**config.mk**
```make
export PLATFORM = sky130hd
export DESIGN_NAME = xc_malu_divrem_result
export DESIGN_NICKNAME = d
export VERILOG_FILES = /design/src/rtl/xc_malu_divrem_result.sv
export SDC_FILE = /design/constraint.sdc
export NUM_CORES = 1
export LEC_CHECK = 0
export CAP_MARGIN = 20
export CORE_MARGIN = 10
export CORE_UTILIZATION = 45
export CTS_CLUSTER_SIZE = 16
export DETAILED_ROUTE_END_ITERATION = 8
export HOLD_SLACK_MARGIN = 0.1
export PLACE_DENSITY = 0.72
export SYNTH_ARGS = -nofsm -noshare
export SYNTH_HDL_FRONTEND = slang
export SYNTH_SLANG_ARGS = --single-unit
```
**constraint.sdc**
```tcl
create_clock -name clock -period 3.4 [get_ports clock]
set_clock_uncertainty 0.05 [all_clocks]
set_input_delay 0.85 -clock clock [delete_from_list [all_inputs] [get_ports clock]]
set_output_delay 0.85 -clock clock [all_outputs]
set_load 0.03 [all_outputs]
```
**src/rtl/xc_malu_divrem_result.sv**
```systemverilog
// Finalises div/rem core output: sign fix, divide-by-zero and overflow; result valid 2 cycles after capture.
// Holds the result in OUT until res_ready; core_ready is ignored while busy and flush/reset abandon the result.
module xc_malu_divrem_result (
    input  logic        clock,
    input  logic        reset,
    input  logic        flush,
    input  logic        core_ready,
    input  logic [31:0] core_quot,
    input  logic [31:0] core_rem,
    output logic        core_flush,
    input  logic [31:0] op_rs1,
    input  logic [31:0] op_rs2,
    input  logic        op_signed,
    input  logic        op_rem,
    output logic        res_valid,
    output logic [31:0] res_data,
    input  logic        res_ready,
    output logic        busy
);

    typedef enum logic [1:0] {
        IDLE = 2'd0,
        FIX  = 2'd1,
        OUT  = 2'd2
    } state_t;

    state_t      state;
    state_t      state_nxt;
    logic        capture;

    logic [31:0] quot_q;
    logic [31:0] rem_q;
    logic [31:0] rs1_q;
    logic [31:0] rs2_q;
    logic        signed_q;
    logic        rem_sel_q;

    logic        div_zero;
    logic        sign_ovf;
    logic [31:0] quot_fix;
    logic [31:0] rem_fix;
    logic [31:0] fix_val;

    always_ff @(posedge clock) begin
        if (reset) begin
            state <= IDLE;
        end else begin
            state <= state_nxt;
        end
    end

    always_comb begin
        state_nxt = state;
        capture   = 1'b0;
        case (state)
            IDLE: begin
                capture = core_ready & ~flush;
                if (capture) begin
                    state_nxt = FIX;
                end
            end
            FIX:     state_nxt = OUT;
            OUT: begin
                if (res_ready) begin
                    state_nxt = IDLE;
                end
            end
            default: state_nxt = IDLE;
        endcase
        // flush abandons the result; a simultaneous handshake still lands in IDLE
        if (flush) begin
            state_nxt = IDLE;
        end
    end

    assign core_flush = flush | reset | capture;
    assign res_valid  = (state == OUT);
    assign busy       = (state != IDLE);

    assign div_zero = (rs2_q == 32'd0);
    assign sign_ovf = signed_q && (rs1_q == 32'h8000_0000) && (rs2_q == 32'hFFFF_FFFF);

    always_comb begin
        quot_fix = quot_q;
        rem_fix  = rem_q;
        if (div_zero) begin
            quot_fix = 32'hFFFF_FFFF;
            rem_fix  = rs1_q;
        end else if (sign_ovf) begin
            quot_fix = 32'h8000_0000;
            rem_fix  = 32'd0;
        end else if (signed_q) begin
            // core works on magnitudes; remainder takes the dividend's sign
            quot_fix = (rs1_q[31] ^ rs2_q[31]) ? (~quot_q + 32'd1) : quot_q;
            rem_fix  = rs1_q[31] ? (~rem_q + 32'd1) : rem_q;
        end
        fix_val = rem_sel_q ? rem_fix : quot_fix;
    end

    always_ff @(posedge clock) begin
        if (reset) begin
            quot_q    <= 32'd0;
            rem_q     <= 32'd0;
            rs1_q     <= 32'd0;
            rs2_q     <= 32'd0;
            signed_q  <= 1'b0;
            rem_sel_q <= 1'b0;
            res_data  <= 32'd0;
        end else begin
            if (capture) begin
                quot_q    <= core_quot;
                rem_q     <= core_rem;
                rs1_q     <= op_rs1;
                rs2_q     <= op_rs2;
                signed_q  <= op_signed;
                rem_sel_q <= op_rem;
            end
            if ((state == FIX) && !flush) begin
                res_data <= fix_val;
            end
        end
    end

endmodule
```
==> metrics.cfg <==
[route]
drc=0
drt_iter0_drc=615
drt_pass1_iterations=5
vias=7903
routed_wl_mm=25.4
wire_per_inst_um=18.0
vias_per_cell=5.60
antenna_left=0

[grt]
met1_usage=0.269
antenna_found_initial=0
grt_pass1_wl_mm=40.4
grtUsageMet3=0.0471
grt_max_degree=83
grt.total_usage=0.211
grt_util_met2=0.355
grt_busiest_layer=met2
grt_pass1_vias=7570
globalRouteOverflowTotal=0

[cells_and_area]
final_cell_mix=nand2_1, clkdlybuf4s50_1, a21oi_1, dfxtp_1, xnor2_1
final_util=0.602
multi_input_area_um2=4250
area_growth_pct=32.0
regArea_um2=3280
insertedDiodeCount=0
fillCellCount=1616
design_area_um2=10400
layout-drive-gt1-share=0.0556
layout_commonest_cell=nand2_1
final_cells=1411
nets=1310

[clocking]
cts_tree=yes
clock_latency_ns=0.43
cts_resized=0
cts_root_buffer=clkbuf_16
htreeDepth=4
clock_tree.buffer_depth=2
numCtsBuffers=17
clkTransAtPathRegs_ns=0.06
cts_setup_buffers=0
cts_num_sinks=164
post_cts_hold_buffer_count=0

[worst_setup_path]
reg2reg_to=res_data[20]
r2r_slack_ns=0.72
cpMaxStageDelayCell=clkdlybuf4s50_1
critPathArrivalTime_ns=2.19
crit_chain=clkdlybuf4s50_1 > nand2_1 > nand2_1 > clkdlybuf4s50_1
required_ns=2.50
worstPathMaxFanout=4
worst_path_largest_cell_delay_ns=0.67
worst_setup_path_end_kind=output port
cp-start-kind=primary input
cp_top_family=buffers and inverters
path_class=primary input to output port
r2r_cells=6
critPathBufInv=2
regToRegStartpoint=rs2_q[19]

[worst_hold_path]
hold_path_depth=2
hold_path.class=register to register
holdPathEnd=res_data[2]
worstHoldStart=res_data[2]

[yosys]
synthDistinctLibCells=59
synth-seq-area-share=0.418
async_reset_ff_frac=0
syn_inst=1037
syn_nets=1174
synth-warning-count=0
syn_avg_cell_area_um2=7.58
synth_edf_count=0
synth_area_um2=7860
synth_seq_cells=164
ys.flop_type=dfxtp_1

[sta]
setup_viol_count_final=0
layout_setup_ws_ns=0.311
rsz0062_at_grt=false
finalCriticalPeriod_ns=3.09
fin_crit_sh=0.909
fin_tns_setup_ns=0
maxSlewViolCount=0
whs_ns=0.407
fmax_mhz=324
hold_viol=0
tightestPinTransition_ns=1.02
slew_headroom=0.315

[power]
p_per_area_nw_per_um2=472
ir_worst_vdd_uv=337
cellLeakagePower_nw=3.68
p_total_mw=4.90

[status]
outcome=finished, final reports clean

[place]
placed_cells=1379
placed_cell_area_um2=9750
dp_slack_ns=0.307
hpwl_mm=19.1
finalWeightedCongestion=0.908
portBuffers=169

[floorplan]
start_util=0.456
die-area_um2=23200
core_area_um2=17200
ios=170
fp-row-count=48
die_h_um=152
die_w_um=152

[job]
cap_violations=0

-- worst max path at each step --
| stage | endpoint | from | depth (start not counted) |
|---|---|---|---|
| 3_5_place_dp | core_flush | core_ready | 4 |
| 3_3_place_gp | core_flush | core_ready | 4 |
| 2_1_floorplan | res_data[24] | signed_q | 7 |
| 6_report | core_flush | core_ready | 4 |
| 5_1_grt | core_flush | core_ready | 4 |
| 4_1_cts | core_flush | core_ready | 4 |
-- cells by family after synthesis --
group,Yosys count,share of synthesized area
compound gates,273,0.207
xor+xnor,57,0.0635
fa+ha+maj,2,0.00318
buf+inv,87,0.0431
flops,164,0.418
mux,4,0.00525
simple gates,450,0.260
-- area by class of cell --
type	instances	area share
multi-input combinational	786	0.410
tap	225	0.0271
clock inverter	9	0.0145
sequential	164	0.316
clock buffer	23	0.0461
timing repair buffer	189	0.181
inverter	15	0.00542
-- Yosys cell counts (3+ instances only) --
| cell | count | share of area |
|---|---|---|
| o21ai_1 | 11 | 0.0070 |
| nand4_1 | 14 | 0.011 |
| buf_2 | 4 | 0.0025 |
| or2_2 | 4 | 0.0032 |
| dfxtp_1 | 164 | 0.42 |
| o21ai_0 | 14 | 0.0089 |
| a32o_1 | 17 | 0.022 |
| a21oi_1 | 165 | 0.11 |
| a41oi_1 | 6 | 0.0067 |
| a22o_1 | 5 | 0.0056 |
| mux2i_1 | 3 | 0.0038 |
| clkbuf_1 | 65 | 0.031 |
| nor3_1 | 22 | 0.014 |
| a221oi_1 | 3 | 0.0033 |
| nor4_4 | 3 | 0.0081 |
| xnor2_1 | 40 | 0.045 |
| nor4b_1 | 3 | 0.0033 |
| and4b_1 | 3 | 0.0038 |
| nor2_1 | 37 | 0.018 |
| nand3_1 | 5 | 0.0032 |
| o2111ai_1 | 3 | 0.0033 |
| or4_1 | 12 | 0.011 |
| and3_1 | 6 | 0.0048 |
| o211ai_1 | 10 | 0.0095 |
| xor2_1 | 17 | 0.019 |
| o31ai_1 | 3 | 0.0029 |
| a22oi_1 | 4 | 0.0038 |
| nand2b_1 | 3 | 0.0024 |
| nand2_1 | 300 | 0.14 |
| a31oi_1 | 20 | 0.016 |
| or3_1 | 6 | 0.0048 |
| inv_1 | 14 | 0.0067 |
| nor4_1 | 19 | 0.015 |
-- worst register-to-register path, stage by stage, from the launching register on --
cell and delay, ns:
dfxtp_1 0.35, nand4_1 0.11, or4_1 0.59, or4_4 0.61
o21ai_4 0.36, o21ai_1 0.21, a32o_1 0.30
-- flip-flops by register name, indices dropped and copies added, names as in the netlist --
signal and flops:
rs1_q 32, signed_q 1, state 2, rem_q 32
rem_sel_q 1, quot_q 32, rs2_q 32, res_data 32
-- routing by layer --
metal | part of all wire | up-vias
li1 | - | 3893
met1 | 0.44 | 3722
met2 | 0.49 | 275
met3 | 0.061 | 13
met4 | 0.012 | 0
met5 | 0 | -
-- power by group --
group,switching [mW],internal [mW],total [mW]
sequential,0.0912,2.00,2.09
clock,0.754,1.28,2.04
combinational,0.422,0.343,0.765
(Power assumes the default switching activity.)
